<file path="config.mk">
export PLATFORM = sky130hd
export DESIGN_NAME = mem_stage
export DESIGN_NICKNAME = d
export VERILOG_FILES = /design/src/rtl/mem_stage.sv
export SDC_FILE = /design/constraint.sdc
export NUM_CORES = 1
export LEC_CHECK = 0
export BUFFER_PORTS_ARGS = -buffer_cell sky130_fd_sc_hd__buf_2
export CAP_MARGIN = 30
export CELL_PAD_IN_SITES_DETAIL_PLACEMENT = 1
export CELL_PAD_IN_SITES_GLOBAL_PLACEMENT = 1
export CORE_AREA = 4 4 182 184
export CTS_CLUSTER_SIZE = 10
export DETAILED_ROUTE_END_ITERATION = 8
export DIE_AREA = 0 0 186 188
export GPL_TIMING_DRIVEN = 1
export HOLD_SLACK_MARGIN = 0.03
export PLACE_DENSITY = 0.71
export SETUP_SLACK_MARGIN = 0.05
export SLEW_MARGIN = 25
export SYNTH_ARGS = -nofsm -noshare
export SYNTH_HDL_FRONTEND = slang
export SYNTH_SLANG_ARGS = --single-unit
</file>
<file path="constraint.sdc">
create_clock -name clk -period 1.4 [get_ports clk]
set_input_delay 0.28 -clock clk [delete_from_list [all_inputs] [get_ports clk]]
set_output_delay 0.28 -clock clk [all_outputs]
set_load 0.01 [all_outputs]
</file>
<file path="src/rtl/mem_stage.sv">
// LEGv8 memory stage: EX/MEM register, multi-cycle data-memory handshake, MEM/WB register, ALU forwarding.
// Optional access timeout with a sticky error flag is enabled by defining MEM_STAGE_TIMEOUT_EN.
module mem_stage #(
  parameter int TIMEOUT = 16
) (
  input  logic        clk,
  input  logic        reset,
  input  logic        ex_valid,
  input  logic [63:0] ex_result,
  input  logic [63:0] ex_store_data,
  input  logic [4:0]  ex_rd,
  input  logic        ex_mem_read,
  input  logic        ex_mem_write,
  input  logic        ex_reg_write,
  output logic        stall,
  output logic        dmem_req,
  output logic        dmem_we,
  output logic [63:0] dmem_addr,
  output logic [63:0] dmem_wdata,
  input  logic [63:0] dmem_rdata,
  input  logic        dmem_ack,
  output logic        wb_valid,
  output logic [63:0] wb_data,
  output logic [4:0]  wb_rd,
  output logic        wb_reg_write,
  output logic        fwd_en,
  output logic [4:0]  fwd_rd,
  output logic [63:0] fwd_data,
  output logic        mem_error
);

  typedef enum logic [0:0] {
    IDLE   = 1'b0,
    ACCESS = 1'b1
  } state_t;

  state_t      state_r;
  state_t      state_next_s;

  logic        exm_valid_r;
  logic [63:0] exm_result_r;
  logic [63:0] exm_store_data_r;
  logic [4:0]  exm_rd_r;
  logic        exm_mem_read_r;
  logic        exm_mem_write_r;
  logic        exm_reg_write_r;
  logic        exm_fwd_r;

  logic        wb_valid_r;
  logic [63:0] wb_data_r;
  logic [4:0]  wb_rd_r;
  logic        wb_reg_write_r;

  logic        in_access_s;
  logic        capture_mem_s;
  logic        abort_s;
  logic        stall_s;
  logic        mem_error_s;

  generate
    if (TIMEOUT < 2 || TIMEOUT > 255) begin : g_bad_timeout
      $error("mem_stage: TIMEOUT must lie within 2..255");
    end
  endgenerate

  assign in_access_s   = (state_r == ACCESS);
  assign capture_mem_s = ex_valid & (ex_mem_read | ex_mem_write);

`ifdef MEM_STAGE_TIMEOUT_EN
  localparam logic [7:0] TIMEOUT_LAST = 8'(TIMEOUT - 1);

  logic [7:0] tmo_cnt_r;
  logic       mem_error_r;

  // An ack arriving in the final cycle takes priority over the abort.
  assign abort_s     = in_access_s & ~dmem_ack & (tmo_cnt_r == TIMEOUT_LAST);
  assign mem_error_s = mem_error_r;

  // Wait counter restarts whenever the stage advances; error flag is sticky until reset.
  always_ff @(posedge clk) begin
    if (!reset) begin
      tmo_cnt_r   <= 8'd0;
      mem_error_r <= 1'b0;
    end else begin
      if (stall_s) begin
        tmo_cnt_r <= tmo_cnt_r + 8'd1;
      end else begin
        tmo_cnt_r <= 8'd0;
      end
      if (abort_s) begin
        mem_error_r <= 1'b1;
      end
    end
  end
`else
  assign abort_s     = 1'b0;
  assign mem_error_s = 1'b0;
`endif

  assign stall_s = in_access_s & ~dmem_ack & ~abort_s;

  // Next-state: hold while stalled, otherwise follow the op being captured.
  always_comb begin
    state_next_s = state_r;
    if (stall_s) begin
      state_next_s = state_r;
    end else if (capture_mem_s) begin
      state_next_s = ACCESS;
    end else begin
      state_next_s = IDLE;
    end
  end

  // State register.
  always_ff @(posedge clk) begin
    if (!reset) begin
      state_r <= IDLE;
    end else begin
      state_r <= state_next_s;
    end
  end

  // EX/MEM register; a simultaneous read+write is captured as a store.
  always_ff @(posedge clk) begin
    if (!reset) begin
      exm_valid_r      <= 1'b0;
      exm_result_r     <= 64'd0;
      exm_store_data_r <= 64'd0;
      exm_rd_r         <= 5'd0;
      exm_mem_read_r   <= 1'b0;
      exm_mem_write_r  <= 1'b0;
      exm_reg_write_r  <= 1'b0;
      exm_fwd_r        <= 1'b0;
    end else if (!stall_s) begin
      exm_valid_r      <= ex_valid;
      exm_result_r     <= ex_result;
      exm_store_data_r <= ex_store_data;
      exm_rd_r         <= ex_rd;
      exm_mem_read_r   <= ex_valid & ex_mem_read & ~ex_mem_write;
      exm_mem_write_r  <= ex_valid & ex_mem_write;
      exm_reg_write_r  <= ex_valid & ex_reg_write;
      exm_fwd_r        <= ex_valid & ex_reg_write & ~ex_mem_read & ~ex_mem_write
                          & (ex_rd != 5'd31);
    end
  end

  // MEM/WB register; a stall or an aborted access inserts a bubble and keeps data/rd.
  always_ff @(posedge clk) begin
    if (!reset) begin
      wb_valid_r     <= 1'b0;
      wb_data_r      <= 64'd0;
      wb_rd_r        <= 5'd0;
      wb_reg_write_r <= 1'b0;
    end else if (stall_s || abort_s) begin
      wb_valid_r     <= 1'b0;
      wb_reg_write_r <= 1'b0;
    end else begin
      wb_valid_r     <= exm_valid_r;
      wb_data_r      <= exm_mem_read_r ? dmem_rdata : exm_result_r;
      wb_rd_r        <= exm_rd_r;
      wb_reg_write_r <= exm_valid_r & exm_reg_write_r & ~exm_mem_write_r
                        & (exm_rd_r != 5'd31);
    end
  end

  assign stall        = stall_s;
  assign dmem_req     = in_access_s;
  assign dmem_we      = in_access_s & exm_mem_write_r;
  assign dmem_addr    = exm_result_r;
  assign dmem_wdata   = exm_store_data_r;
  assign wb_valid     = wb_valid_r;
  assign wb_data      = wb_data_r;
  assign wb_rd        = wb_rd_r;
  assign wb_reg_write = wb_reg_write_r;
  assign fwd_en       = exm_fwd_r;
  assign fwd_rd       = exm_rd_r;
  assign fwd_data     = exm_result_r;
  assign mem_error    = mem_error_s;

endmodule

</file>
[After elaboration in Yosys (flattened, before gate mapping)]
Index checks and enable logic that the tools add are counted.
Widths: inputs -> output; s select.
Storage, ports and cells
  register bits after elaboration: 210
  word-level logic and storage cells: 37
  output and inout bits: 273
  input port bits: 204
Operators by class
  reductions and logical operators: 1
  bitwise gates (word level): 19
  eq/ne operators: 2
  multiplexer cells: 2
Operators by type and width (number)
  $mux 64: 1
  $and 1x1->1: 13
  $ne 5x5->1 const B: 2
  $not 1->1: 5
  $reduce_or 2->1: 1
  $mux 1: 1
  $or 1x1->1: 1

[Logic depth before layout (Yosys ltp)]
Gate-level depths: netlist of run 1.
  word-level depth: 4
  depth in mapped cells: 6
  mapped depth without buffers: 4

[Worst setup path after synthesis of run 1]
Ideal clock, no wire load.
  kind: flip-flop to flip-flop
  from: register state_r, in the netlist dmem_req
  to: register wb_data_r[54], in the netlist wb_data[54]
  clock period less this slack: 1.193 ns
  data required time: 1.284 ns
  arrival: 1.077 ns
  slack: 0.207 ns
  cell stages (with the launch flop): 6
  path buffers: 3
  setup time: 0.116 ns
  path through: dfxtp_1 > nand2b_4 > buf_6 > buf_6 > buf_2 > o211a_1
Between the ends
  longest elaborated chain between the ends: 1
Ends and longest elaborated chain
  start: declaration: line 37  | state_t state_r;
  start signal: assignment: line 119  | state_r <= state_next_s;
  $and 1x1->1: line 100  | assign stall_s = in_access_s & ~dmem_ack & ~abort_s;
  end signal: assignment: line 159  | wb_data_r <= exm_mem_read_r ? dmem_rdata : exm_result_r;
  end: declaration: line 50  | logic [63:0] wb_data_r;
No other way between the ends.
A chain may end at the register's enable or synchronous reset.

[Worst setup path after layout of run 1]
  from: register state_r, in the netlist dmem_req
  to: output stall
Between the ends
  longest elaborated chain between the ends: 1
Ends and longest elaborated chain
  $and 1x1->1: line 100
  end: declaration: line 15  | output logic stall,
No other way between the ends.

==> impl_results.md, run 1 <==
- Die height: 188 um
- FF+latch count, synth: 210
- Number of DRC markers in iteration 0: 263
- Pleak: roughly 7.8 nW
- H-tree depth: 1
- Initial core utilization: between 20% and 30%
- Post-synth top area share: 47.44%
- Setup slack after layout: -0.1455 ns
- WP data arrival: between 1 and 1.5 ns
- Final hold vios: 0
- Global-route wire length before repair: roughly 57000 um
- Worst R2R Setup Slack: -0.12 ns
- Die area: about 35000 sq um
- CP Capture Type: primary output
- Remaining antenna violation count: 0
- Total routed wirelength: about 40000 um
- CP top delay family: flip-flops
- Synth unique cells: 22
- Power Density: roughly 1100 nW/um^2
- CTS tree: done
- Max clock buf depth: 3
- TritonRoute pass-1 iters: 4
- I/O pins: 477
- Layout cell share with drive strength beyond 1: 45.88%
- Max Fclk: between 600 and 700 MHz
- Core area: around 31000 sq um
- Clk sink count: between 200 and 250
- Most frequent cells in the layout: buf_2 (422), nand2_1 (322), dlygate4sd3_1 (132)
- Top cells by area, synth: dfxtp_1 (47%), nand2_1 (15%), a21boi_0 (7.5%)
- Syn Area/Cell: between 9 and 10 sq um
- Setup CP Type: flop to primary output
- Seq/Total Area, Yosys: 47.44%
- CTS root buf: clkbuf_16
- Post-Syn Instances: 983
- Crit Path Max Fanout: 2
- Pin count of the biggest net entering global routing: 35
- Final min period: around 1.5 ns
- Outcome: finished, violations left
- I/O Buffers: around 480
- Slew Limit Fails: 0
- Yosys warning count: 0
- Slowest stage cell on the critical path: dfxtp_4
- GRT Total Usage: between 20% and 30%
- Area grow syn2layout: 67.17%
- Syn Std Cell Area: 8861 sq um
- Worst-path clk slew: 0.06 ns
- Row cnt: 65
- Worst Path Buf+Inv: 3
- DR WL/cell: 20.24 um
- CTS buffer count: 26
- Critical path data required time: approximately 1.1 ns
- Routed vias/inst: 4.714
- Clk_lat worst skew: approximately 0.53 ns
- Nets: ~1.8k
- Failing checks: setup timing
- Area leader, netlist: dfxtp_1
- Final Instance Area: 14810 sq um
- Vias: approximately 9.4k
- Net count of the mapped netlist: 1187
- Clock Skew: 0.007396 ns
- Commonest non-fill, non-tap cell in the layout: buf_2
- CP peak stage delay: 0.35 ns
- Antenna violations before repair: 5
- Placement Cell Area: 11590 sq um
- Critical path, cell by cell: nand2b_4 > inv_4 > buf_12 > buf_6
- CP startpoint kind: flop
- DRC: 0
- Max-Cap Viols: 0
- Worst vdd ir: about 0.00078 V
- Chip width: approximately 190 um
- GRT Residual Overflow: 0
- GP Congestion: between 0.8 and 0.9
- Ratio of final minimum period to clock period: 110.4%
- Hold Path Class: input pin to flop
- Post-DP HPWL: approximately 25000 um
- Number of global-route vias before repair: about 10k
- Post-layout util: between 40% and 50%
- Inst Count DP: about 1.8k
- RSZ-0062 raised after global routing: yes
- Fin cells: between 1.5k and 2k
- Endpoints failing setup: 25
==> final timing paths <==
kind,start,endpoint,cells past startpoint
worst min-delay path,ex_valid,exm_valid_r,3
worst max-delay path,dmem_req,stall,4
worst max register to register,dmem_req,dmem_wdata[59],9
worst min register to register,exm_reg_write_r,exm_reg_write_r,2
==> synthesized netlist by cell type, drive strengths merged <==
cell / n
a32o: 1
inv: 1
o21ai: 1
and3: 3
dfxtp: 210
and4b: 1
a21boi: 143
clkbuf: 19
o211a: 64
nand3: 5
and2: 1
nand2b: 1
mux2i: 64
conb: 1
nand4b: 1
nor4: 1
nand2: 345
buf: 121
==> worst reg2reg max path: cells and delay by family (launching register included) <==
kind	cells	cell delay [ns]
compound gates	1	0.16
simple gates	2	0.17
flops	1	0.36
buf+inv	6	0.76
==> logic make-up after synthesis <==
kind of cell | count (synthesis) | synth area share [%]
multiplexers | 64 | 7.230
AO/OA/AOI/OAI | 209 | 19.51
AND/OR/NAND/NOR | 358 | 15.62
flip-flops | 210 | 47.44
other | 1 | 0.04232
buffers and inverters | 141 | 10.15
==> registers in the layout (all words and copies together) (netlist names), 5 cells and up <==
register	cells
fwd_rd	5
dmem_wdata	64
dmem_addr	64
wb_data	64
wb_rd	5
==> layout make-up <==
| type | instances | area [sq um] |
|---|---|---|
| Multi-Input combinational cell | 632 | 3959 |
| Sequential cell | 210 | 4420 |
| Inverter | 1 | 6.256 |
| Clock inverter | 1 | 8.758 |
| Timing Repair Buffer | 694 | 5159 |
| Clock buffer | 40 | 744.5 |
| Antenna cell | 5 | 12.51 |
| Fill cell | 3612 | 16580 |
| Tap cell | 402 | 503.0 |
==> power by group <==
part / switching [mW] / leakage, nW / internal [mW]
logic: 1.38 / 5.64 / 1.52
registers: 0.340 / 1.78 / 6.37
clock network: 2.55 / 0.364 / 3.60
==> metrics by stage <==
| stage | setup TNS (ns) | hold slack (ns) | power [mW] | setup slack (ns) |
|---|---|---|---|---|
| after floorplan | 0 | 0.4192 | 7.927 | 0.2071 |
| after global placement | 0 | 0.4348 | 8.983 | 0.09887 |
| after detailed placement | 0 | 0.4395 | 9.045 | 0.03212 |
| after CTS | -0.5405 | 0.03132 | 15.67 | -0.1525 |
| after global routing | -4.107 | 0.05307 | 16.54 | -0.1978 |
| final | -1.226 | 0.05406 | 15.76 | -0.1455 |
==> routing by layer <==
| layer | global-route usage, % | part of all wire, % | vias to the layer above |
|---|---|---|---|
| met4 | 7.623 | 3.4 | 0 |
| met5 | 0 | 0 | - |
| met3 | 5.955 | 7.8 | 86 |
| met1 | 22.10 | 37 | 4512 |
| li1 | - | - | 4383 |
| met2 | 37.25 | 51 | 377 |
==> timing repair <==
| action | 4_1_cts | 5_1_grt |
|---|---|---|
| setup buffers | 12 | 19 |
| gates resized for setup | 127 | 175 |
| pin swaps | 0 | 31 |
| hold buffers | 132 | 0 |
| hold endpoints to repair | 132 | 0 |
| setup endpoints to repair | 139 | 249 |
| cloned | 0 | 6 |
Power figures use the tool's default switching activity.
==> run 2: changes to the inputs <==
Clock period 1.4 ns to 1.56 ns, I/O delays scaled along.
==> run 2 against run 1 <==
  * The run now ends clean
  * Count of clock-buffer cells in the layout is 2 higher
  * Setup slack gained 0.17 ns
  * Total power shrank 13%
  * Combinational power shrank 28%
  * Sequential share of layout area is 2.8 points higher
  * Critical path type unchanged
  * Highest routed layer unchanged
==> impl_results.md, run 2 (synthesized netlist as in run 1, its figures left out) <==
- Outcome: completed
- Die height: ~190 um
- Antenna violations before repair: 5
- TritonRoute pass-1 iters: 4
- Slowest stage cell on the critical path: dfxtp_2
- Critical path, cell by cell: buf_6 > and2_4 > buf_6
- Pin count of the biggest net entering global routing: slightly above 70
- Crit Path Max Fanout: 2
- Ratio of final minimum period to clock period: a little over nine tenths
- Worst vdd ir: 0.0005818 V
- Max Fclk: 651.0 MHz
- Area grow syn2layout: 45.85%
- Reg2Reg Depth: 6
- Max clock buf depth: 3
- Total routed wirelength: around 34000 um
- DR WL/cell: around 18 um
- Core area: about 31000 sq um
- Hold WS: 0.05378 ns
- Reg2reg end: dmem_wdata[2]
- Clk_lat worst skew: ~0.52 ns
- Pleak: a little under 7 nW
- Setup slack after layout: approximately 0.024 ns
- Setup CP Type: flop to primary output
- Hold path cells: 3
- Global-route wire length before repair: 51680 um
- CTS root buf: clkbuf_16
- Max-Cap Viols: 0
- Number of DRC markers in iteration 0: ~200
- Pre-CTS WS: between 0.1 and 0.15 ns
- Routed vias/inst: around 4.6
- Total power: about 14 mW
- Clk sink count: 210
- RSZ-0062 raised after global routing: yes
- Final min period: roughly 1.5 ns
- Fill count: 3790
- GRT Residual Overflow: 0
- Worst-path clk slew: ~0.060 ns
- Critical path data required time: between 1 and 1.5 ns
- Remaining antenna violation count: 0
- CP top delay family: flip-flops
- Slew Limit Fails: 0
- Hold Path Class: input pin to flop
- Post-DP HPWL: ~25000 um
- H-tree depth: 1
- Most frequent cells in the layout: buf_2 (472), nand2_1 (345), dfxtp_1 (202)
- DRC: 0
- GRT Total Usage: 18.33%
- WP data arrival: 1.22 ns
- CTS tree: done
- Worst R2R Setup Slack: approximately 0.14 ns
- Vias: around 8.7k
- Hold EP: dmem_wdata[13]
- Layout cell share with drive strength beyond 1: between 30% and 40%
- Commonest non-fill, non-tap cell in the layout: buf_2
- Row cnt: 65
- Cell count along the critical path: 3
- I/O pins: approximately 480
- Die area: about 35000 sq um
- GP Congestion: 0.8010
- Clock Skew: roughly 0.013 ns
- Endpoints failing setup: 0
- Number of global-route vias before repair: 9315
- CP Capture Type: primary output
- Setup_tns: 0 ns
- Power Density: ~1100 nW/um^2
- CP peak stage delay: between 0.3 and 0.4 ns
- Reg-to-reg startpoint: dmem_req
- CP startpoint kind: flop
- CP dominant cell by count: buf_6
- Post-layout util: between 40% and 50%
- Nets: 1659
- Chip width: about 190 um
- Critical hold path startpoint: ex_store_data[13]
- Final hold vios: 0
- Initial core utilization: approximately 28%
- Worst Path Buf+Inv: 2
- CTS buffer count: 26
- I/O Buffers: ~480
run 2: cell type report:
| type | instances | area (sq um) | area share (%) |
|---|---|---|---|
| Antenna cell | 4 | 10.01 | 0.07745 |
| Inverter | 1 | 11.26 | 0.08713 |
| Timing Repair Buffer | 584 | 3641 | 28.17 |
| Multi-Input combinational cell | 632 | 3760 | 29.09 |
| Tap cell | 402 | 503.0 | 3.892 |
| Sequential cell | 210 | 4217 | 32.63 |
| Clock inverter | 1 | 30.03 | 0.2324 |
| Clock buffer | 42 | 752.0 | 5.819 |
run 2: worst min-delay path: cells and delay by family:
| family | cells | cell delay [ns] |
|---|---|---|
| buffers and inverters | 1 | 0.10 |
| and+or+nand+nor | 1 | 0.04 |
| AOI/OAI and AO/OA | 1 | 0.07 |
run 2: worst max path at each step:
stage                   from             to  slack (ns)
detailed placement  dmem_ack  dmem_wdata[2]        0.12
global placement    dmem_ack          stall        0.20
global route        dmem_req          stall       -0.03
finish              dmem_req        dmem_we        0.02
floorplan           dmem_req    wb_data[54]        0.37
CTS                 dmem_req          stall       -0.02
run 2: metal layers:
layer  up-vias  share of wire (%)  GRT usage [%]
met1      4144                 39          20.35
met3        67                8.1          4.888
met5         -                  0              0
met2       352                 51          33.73
li1       4160                  -              -
met4         0                2.7          5.661
run 2: through the flow:
step           cell area [sq um]  instances
3_5_place_dp               11310       1754
2_1_floorplan               8861        983
4_1_cts                    12880       1872
3_3_place_gp               11310       1754
6_report                   12920       1876
5_1_grt                    12920       1876
run 2: what timing repair did:
item,in CTS,in global routing
endpoints found under the hold margin,70,0
hold buffers,70,0
endpoints found under the setup margin,6,11
resized for setup,9,9
cloned,1,0
buffers inserted,4,0
run 2: report_power, final:
part	switching, mW	internal [mW]	total (mW)
logic	1.07	1.04	2.10
registers	0.272	5.72	5.99
clock network	2.25	3.41	5.66
total	3.59	10.2	13.8
